==> config.mk <==
export PLATFORM = sky130hd
export DESIGN_NAME = uart_tx_fifo
export DESIGN_NICKNAME = d
export VERILOG_FILES = /design/src/rtl/uart_tx_fifo.sv
export SDC_FILE = /design/constraint.sdc
export NUM_CORES = 1
export LEC_CHECK = 0
export CAP_MARGIN = 20
export CORE_MARGIN = 4
export CORE_UTILIZATION = 49
export CTS_CLUSTER_DIAMETER = 40
export DETAILED_ROUTE_END_ITERATION = 8
export PLACE_DENSITY = 0.65
export SYNTH_ARGS = -nofsm -noshare
export SYNTH_HDL_FRONTEND = slang
export SYNTH_SLANG_ARGS = --single-unit
==> constraint.sdc <==
create_clock -name clk -period 3.64 [get_ports clk]
set_input_delay 0.728 -clock clk [delete_from_list [all_inputs] [get_ports clk]]
set_output_delay 0.728 -clock clk [all_outputs]
set_load 0.005 [all_outputs]
==> src/rtl/uart_tx_fifo.sv <==
// Parametrised UART transmitter with a small transmit FIFO.
// Everything runs on clk. A divider produces a one-cycle enable at the end of each bit period.
module uart_tx_fifo #(
  parameter int CLK_DIV    = 868,
  parameter int DATA_BITS  = 8,
  parameter int PARITY     = 0,
  parameter int STOP_BITS  = 1,
  parameter int FIFO_DEPTH = 4
) (
  input  logic                 clk,
  input  logic                 rst,
  input  logic [DATA_BITS-1:0] data,
  input  logic                 we,
  output logic                 full,
  output logic                 empty,
  output logic                 busy,
  output logic                 overflow,
  output logic                 tx
);

  localparam int DIV_W = (CLK_DIV > 1) ? $clog2(CLK_DIV) : 1;
  localparam int PTR_W = (FIFO_DEPTH > 1) ? $clog2(FIFO_DEPTH) : 1;
  localparam int CNT_W = PTR_W + 1;
  localparam int BIT_W = 4;

  localparam logic [DIV_W-1:0] DIV_LAST  = DIV_W'(CLK_DIV - 1);
  localparam logic [BIT_W-1:0] DATA_LAST = BIT_W'(DATA_BITS - 1);
  localparam logic [BIT_W-1:0] STOP_LAST = BIT_W'(STOP_BITS - 1);
  localparam logic [CNT_W-1:0] DEPTH_CNT = CNT_W'(FIFO_DEPTH);

  typedef enum logic [2:0] {
    ST_IDLE,
    ST_START,
    ST_DATA,
    ST_PARITY,
    ST_STOP
  } state_t;

  // ---------------- transmit FIFO ----------------
  logic [DATA_BITS-1:0] mem [FIFO_DEPTH];
  logic [PTR_W-1:0]     wr_ptr_reg, rd_ptr_reg;
  logic [CNT_W-1:0]     count_reg, count_next;
  logic                 full_reg, empty_reg, overflow_reg;
  logic                 wr_en, pop;
  logic [DATA_BITS-1:0] head;
  logic                 head_par;

  assign wr_en      = we & ~full_reg;
  assign head       = mem[rd_ptr_reg];
  assign count_next = count_reg + CNT_W'(wr_en) - CNT_W'(pop);

  always_ff @(posedge clk) begin
    if (wr_en) begin
      mem[wr_ptr_reg] <= data;
    end
  end

  // A write into a full FIFO is lost even if a pop frees a slot on the same edge.
  always_ff @(posedge clk) begin
    if (rst) begin
      wr_ptr_reg   <= '0;
      rd_ptr_reg   <= '0;
      count_reg    <= '0;
      full_reg     <= 1'b0;
      empty_reg    <= 1'b1;
      overflow_reg <= 1'b0;
    end else begin
      if (wr_en) begin
        wr_ptr_reg <= wr_ptr_reg + PTR_W'(1);
      end
      if (pop) begin
        rd_ptr_reg <= rd_ptr_reg + PTR_W'(1);
      end
      count_reg <= count_next;
      full_reg  <= (count_next == DEPTH_CNT);
      empty_reg <= (count_next == '0);
      if (we && full_reg) begin
        overflow_reg <= 1'b1;
      end
    end
  end

  // Parity of the head word, computed as it is popped.
  logic [DATA_BITS:0] xor_chain;
  assign xor_chain[0] = 1'b0;
  for (genvar gi = 0; gi < DATA_BITS; gi++) begin : g_par
    assign xor_chain[gi+1] = xor_chain[gi] ^ head[gi];
  end
  assign head_par = (PARITY == 1) ? ~xor_chain[DATA_BITS] : xor_chain[DATA_BITS];

  // ---------------- frame sequencer ----------------
  state_t               state_reg, state_next;
  logic [DIV_W-1:0]     div_reg, div_next;
  logic [BIT_W-1:0]     bit_reg, bit_next;
  logic [DATA_BITS-1:0] shift_reg, shift_next;
  logic                 par_reg, par_next;
  logic                 tx_reg, tx_next;
  logic                 busy_reg, busy_next;
  logic                 tick;

  assign tick = (div_reg == DIV_LAST);

  always_ff @(posedge clk) begin
    if (rst) begin
      state_reg <= ST_IDLE;
      div_reg   <= '0;
      bit_reg   <= '0;
      shift_reg <= '0;
      par_reg   <= 1'b0;
      tx_reg    <= 1'b1;
      busy_reg  <= 1'b0;
    end else begin
      state_reg <= state_next;
      div_reg   <= div_next;
      bit_reg   <= bit_next;
      shift_reg <= shift_next;
      par_reg   <= par_next;
      tx_reg    <= tx_next;
      busy_reg  <= busy_next;
    end
  end

  always_comb begin
    state_next = state_reg;
    div_next   = div_reg;
    bit_next   = bit_reg;
    shift_next = shift_reg;
    par_next   = par_reg;
    tx_next    = tx_reg;
    busy_next  = busy_reg;
    pop        = 1'b0;

    if (state_reg != ST_IDLE) begin
      div_next = tick ? '0 : div_reg + DIV_W'(1);
    end

    case (state_reg)
      ST_IDLE: begin
        div_next = '0;
        if (!empty_reg) begin
          pop        = 1'b1;
          shift_next = head;
          par_next   = head_par;
          tx_next    = 1'b0;
          busy_next  = 1'b1;
          bit_next   = '0;
          state_next = ST_START;
        end
      end

      ST_START: begin
        if (tick) begin
          state_next = ST_DATA;
          tx_next    = shift_reg[0];
          bit_next   = '0;
        end
      end

      ST_DATA: begin
        if (tick) begin
          if (bit_reg == DATA_LAST) begin
            bit_next = '0;
            if (PARITY != 0) begin
              state_next = ST_PARITY;
              tx_next    = par_reg;
            end else begin
              state_next = ST_STOP;
              tx_next    = 1'b1;
            end
          end else begin
            bit_next   = bit_reg + BIT_W'(1);
            shift_next = shift_reg >> 1;
            tx_next    = shift_reg[1];
          end
        end
      end

      ST_PARITY: begin
        if (tick) begin
          state_next = ST_STOP;
          tx_next    = 1'b1;
          bit_next   = '0;
        end
      end

      ST_STOP: begin
        if (tick) begin
          if (bit_reg == STOP_LAST) begin
            bit_next = '0;
            // Chain straight into the next start bit when more words are waiting.
            if (!empty_reg) begin
              pop        = 1'b1;
              shift_next = head;
              par_next   = head_par;
              tx_next    = 1'b0;
              state_next = ST_START;
            end else begin
              busy_next  = 1'b0;
              state_next = ST_IDLE;
            end
          end else begin
            bit_next = bit_reg + BIT_W'(1);
          end
        end
      end

      default: begin
        state_next = ST_IDLE;
        tx_next    = 1'b1;
        busy_next  = 1'b0;
      end
    endcase
  end

  assign tx       = tx_reg;
  assign busy     = busy_reg;
  assign full     = full_reg;
  assign empty    = empty_reg;
  assign overflow = overflow_reg;

endmodule

==> Flow_metrics.wiki <==
{| class="wikitable"
! Metric !! Value
|-
| Result of the run || finished clean
|-
| Number of failing setup endpoints in the final timing report || 0
|-
| Buffer depth of the longest clock path || 2
|-
| Total placed cells including tap cells || 343
|-
| Diodes inserted || 0
|-
| Final count of hold timing violations || 0
|-
| Switching power || 0.7866 mW
|-
| GRT Residual Overflow || 0
|-
| Post-CTS Setup Inserts || 0
|-
| Fill cell total of the finished layout || 501
|-
| Cell at the slowest stage of the critical path || sky130_fd_sc_hd__or3b_4
|-
| Stage delay of the slowest cell on the critical path || 0.38 ns
|-
| Gate count after technology mapping || 262
|-
| Worst-Skew Late Latency || 0.34 ns
|-
| Syn nets || 283
|-
| Max-cap check violation count || 0
|-
| FMAX || 337.0 MHz
|-
| GP Congestion || 0.7678
|-
| Syn Area/Cell || 11.75 um^2
|-
| Leak || 1.303 nW
|-
| TritonCTS clock tree || done
|-
| Area of the multi-input gates || 1221 um^2
|-
| Post-detailed-placement cell area || 3289 um^2
|-
| Clock share of power || 0.280
|-
| Proportion of power drawn by combinational gates || 0.278
|-
| Maximum number of pins on one net before global-route repair || 29
|-
| Synth Flop Type || sky130_fd_sc_hd__dfxtp_1
|-
| Half-perimeter wire length of the detailed placement result || 3487 um
|-
| Min Tclk post-route || 2.968 ns
|-
| Global-route wire length before repair || 8797 um
|-
| Worst Skew || 0.01133 ns
|-
| Switching power share of the total || 0.3125
|-
| Cell types with the largest area share after synthesis || sky130_fd_sc_hd__edfxtp_1 31%, sky130_fd_sc_hd__dfxtp_1 25%, sky130_fd_sc_hd__mux4_2 5.9%, sky130_fd_sc_hd__ha_1 3.7%, sky130_fd_sc_hd__nor2_1 3.5%
|-
| Flip-flop count of the largest register after layout || 32
|-
| Sequential cell fraction of total power || 0.442
|-
| Remaining routing DRC violations || 0
|-
| Sequential standard cell area || 1742 um^2
|-
| Relative area change from synthesis to final layout || 14.23%
|-
| Hold path depth || 1
|-
| Critical path data required time || 3.88 ns
|-
| R2r worst-path depth || 15
|-
| Post-synthesis register bit count || 71
|-
| DRT Pass-1 Iters || 6
|-
| Pwr/cell area || 716.0 nW/um^2
|-
| Cell chain of the critical path || inv_1 -> ha_1 -> or3b_4 -> nor4_4 -> o21ai_0 -> inv_1 -> ha_1 -> inv_1 -> ha_1 -> inv_1 -> fa_1 -> xor2_1 -> xnor2_1 -> nor2_1 -> and3_1
|-
| Cts hold-fix bufs || 0
|-
| Gr usage total || 0.1515
|-
| Post-DRT Antenna Nets || 0
|-
| Total power after layout || 2.517 mW
|-
| Post-Syn Area || 3078 um^2
|-
| Row Count || 28
|-
| Count of different cell masters after synthesis || 49
|-
| Count of flip-flops with a built-in enable after synthesis || 32
|-
| Routed via count || 1959
|-
| Critical path class || reg2reg
|-
| Slew HR || 0.3629
|-
| Critical path fanouts, max || 5
|-
| Kind of capture point of the worst setup path || flop
|-
| Number of synthesis warnings || 0
|-
| Clk Tree Root Cell || sky130_fd_sc_hd__clkbuf_8
|-
| RSZ-0062 raised after global routing || false
|-
| Clock input transition at the sequential cells of the worst setup and hold paths || 0.08 ns
|-
| Most repeated library cell on the critical path || sky130_fd_sc_hd__inv_1
|-
| Commonest non-fill, non-tap cells in the layout || 39 x sky130_fd_sc_hd__dfxtp_1, 32 x sky130_fd_sc_hd__edfxtp_1, 29 x sky130_fd_sc_hd__nor2_1
|-
| Design Area, Final || 3516 um^2
|-
| Number of gates resized after cts || 0
|-
| Most frequent standard cell in the layout excluding fill and tap cells || sky130_fd_sc_hd__dfxtp_1
|-
| Number of sinks on the clock net || 71
|-
| Die area || 7613 um^2
|-
| Final Cycle Share || 0.8153
|-
| Number of H-tree branching levels || 3
|-
| Count of buffering cells on the critical path with inverters included || 4
|-
| Avg WL per Cell || 14.29 um
|-
| Io pins || 16
|-
| NumNets Final || 300
|-
| Summed negative setup slack over all endpoints || 0 ns
|-
| Endpoint arrival time on the critical path || 3.21 ns
|-
| Width of the die || 87.26 um
|-
| Vias in the first global route || 1849
|-
| Height of the die || 87.26 um
|-
| Non-filler cells in the finished layout || 359
|-
| Initial drt markers || 114
|-
| Core Area || 5991 um^2
|-
| Cell type contributing the most total cell area after synthesis || sky130_fd_sc_hd__edfxtp_1
|-
| Inserted Clock Buffers || 9
|-
| Classification of the worst-slack hold path || reg2reg
|-
| Initial core utilization || 0.5138
|-
| Worst IR Drop VDD || 520.7 uV
|-
| Fraction of layout cells with a size suffix above 1 || 0.1338
|-
| Number of antenna violations at the first check in global routing || 0
|-
| Pins Over Slew Limit || 0
|-
| Crit path max-delay family || simple AND/OR/NAND/NOR gates
|-
| Slew @ Worst Pin || 0.9557 ns
|-
| Port buffer count || 15
|-
| Total length of routed wires || 5129 um
|-
| Worst setup SP type || flop
|-
| Mean number of vias per cell || 5.457
|-
| Share of async-settable or async-resettable flops after synthesis || 0
|-
| CP Depth || 15
|-
| Share of the yosys chip area belonging to registers || 0.5659
|-
| Share of Yosys cell area claimed by the top area cell type || 0.3122
|-
| Design internal power || 1.731 mW
|}
-- cell usage after synthesis (2+ instances only) --
library cell / instances
sky130_fd_sc_hd__a21oi_1: 20
sky130_fd_sc_hd__a31oi_1: 2
sky130_fd_sc_hd__and2_1: 6
sky130_fd_sc_hd__and3_1: 3
sky130_fd_sc_hd__clkbuf_1: 8
sky130_fd_sc_hd__dfxtp_1: 39
sky130_fd_sc_hd__edfxtp_1: 32
sky130_fd_sc_hd__ha_1: 9
sky130_fd_sc_hd__inv_1: 14
sky130_fd_sc_hd__mux2i_1: 7
sky130_fd_sc_hd__mux4_2: 8
sky130_fd_sc_hd__nand2_1: 8
sky130_fd_sc_hd__nand3_1: 4
sky130_fd_sc_hd__nand4_1: 3
sky130_fd_sc_hd__nor2_1: 29
sky130_fd_sc_hd__nor3_1: 3
sky130_fd_sc_hd__o21ai_0: 13
sky130_fd_sc_hd__or3_1: 10
sky130_fd_sc_hd__or3b_2: 2
sky130_fd_sc_hd__or4b_1: 2
sky130_fd_sc_hd__xnor2_1: 5
sky130_fd_sc_hd__xor2_1: 8
-- power groups by stage --
stage	sequential, mW	clock, mW	combinational, mW
floorplan	1.06	0	0.583
global placement	1.13	0	0.689
detailed placement	1.13	0	0.703
CTS	1.11	0.726	0.704
global route	1.14	0.760	0.801
finish	1.11	0.706	0.700
-- worst register-to-register path: stages (launching register included) --
cell,delay (ns)
sky130_fd_sc_hd__dfxtp_1,0.34
sky130_fd_sc_hd__inv_1,0.06
sky130_fd_sc_hd__ha_1,0.14
sky130_fd_sc_hd__or3b_4,0.38
sky130_fd_sc_hd__nor4_4,0.28
sky130_fd_sc_hd__o21ai_0,0.14
sky130_fd_sc_hd__inv_1,0.12
sky130_fd_sc_hd__ha_1,0.23
sky130_fd_sc_hd__inv_1,0.06
sky130_fd_sc_hd__ha_1,0.12
sky130_fd_sc_hd__inv_1,0.05
sky130_fd_sc_hd__fa_1,0.37
sky130_fd_sc_hd__xor2_1,0.17
sky130_fd_sc_hd__xnor2_1,0.13
sky130_fd_sc_hd__nor2_1,0.07
sky130_fd_sc_hd__and3_1,0.19
-- layout make-up --
| cell class | instances | share of cell area |
|---|---|---|
| multi-input cells | 164 | 0.3473 |
| repair buffers | 19 | 0.05125 |
| well taps | 75 | 0.02669 |
| flip-flops and latches | 71 | 0.4954 |
| clock inverters | 7 | 0.02918 |
| inverters | 14 | 0.01495 |
| clock buffers | 9 | 0.03523 |
-- final timing paths --
| kind | slack, ns | end | from |
|---|---|---|---|
| worst max-delay path | 0.67 | full$_SDFF_PP0_ | bit_reg[0]$_SDFFE_PP0P_ |
| worst min-delay path | 0.46 | div_reg[0]$_SDFFE_PP0P_ | div_reg[0]$_SDFFE_PP0P_ |
| worst max register to register | 0.67 | full$_SDFF_PP0_ | bit_reg[0]$_SDFFE_PP0P_ |
| worst min register to register | 0.46 | div_reg[0]$_SDFFE_PP0P_ | div_reg[0]$_SDFFE_PP0P_ |
-- per-layer routing --
layer / part of all wire / track usage / vias to the layer above / wire length, um
li1: - / - / 982 / -
met1: 0.48 / 0.1965 / 941 / 2469
met2: 0.48 / 0.2336 / 30 / 2455
met3: 0.031 / 0.03974 / 6 / 158
met4: 0.0088 / 0.07671 / 0 / 45
met5: 0 / 0 / - / 0
-- kinds of logic after synthesis --
kind of cell	share of synthesized area
flops	0.5659
fa+ha+maj	0.04309
xor+xnor	0.03699
mux	0.08130
compound gates	0.08374
buf+inv	0.03739
simple gates	0.1516
-- through the flow --
step                      setup slack [ns]  hold slack (ns)  utilization
after CTS                           0.6691           0.4694       0.5869
after floorplan                     0.6760           0.4258            -
final                               0.6724           0.4604       0.5869
after global placement              0.6688           0.4393       0.5491
after detailed placement            0.6086           0.4503       0.5491
after global routing                0.4200           0.4898       0.5869
Power figures use the tool's default switching activity.
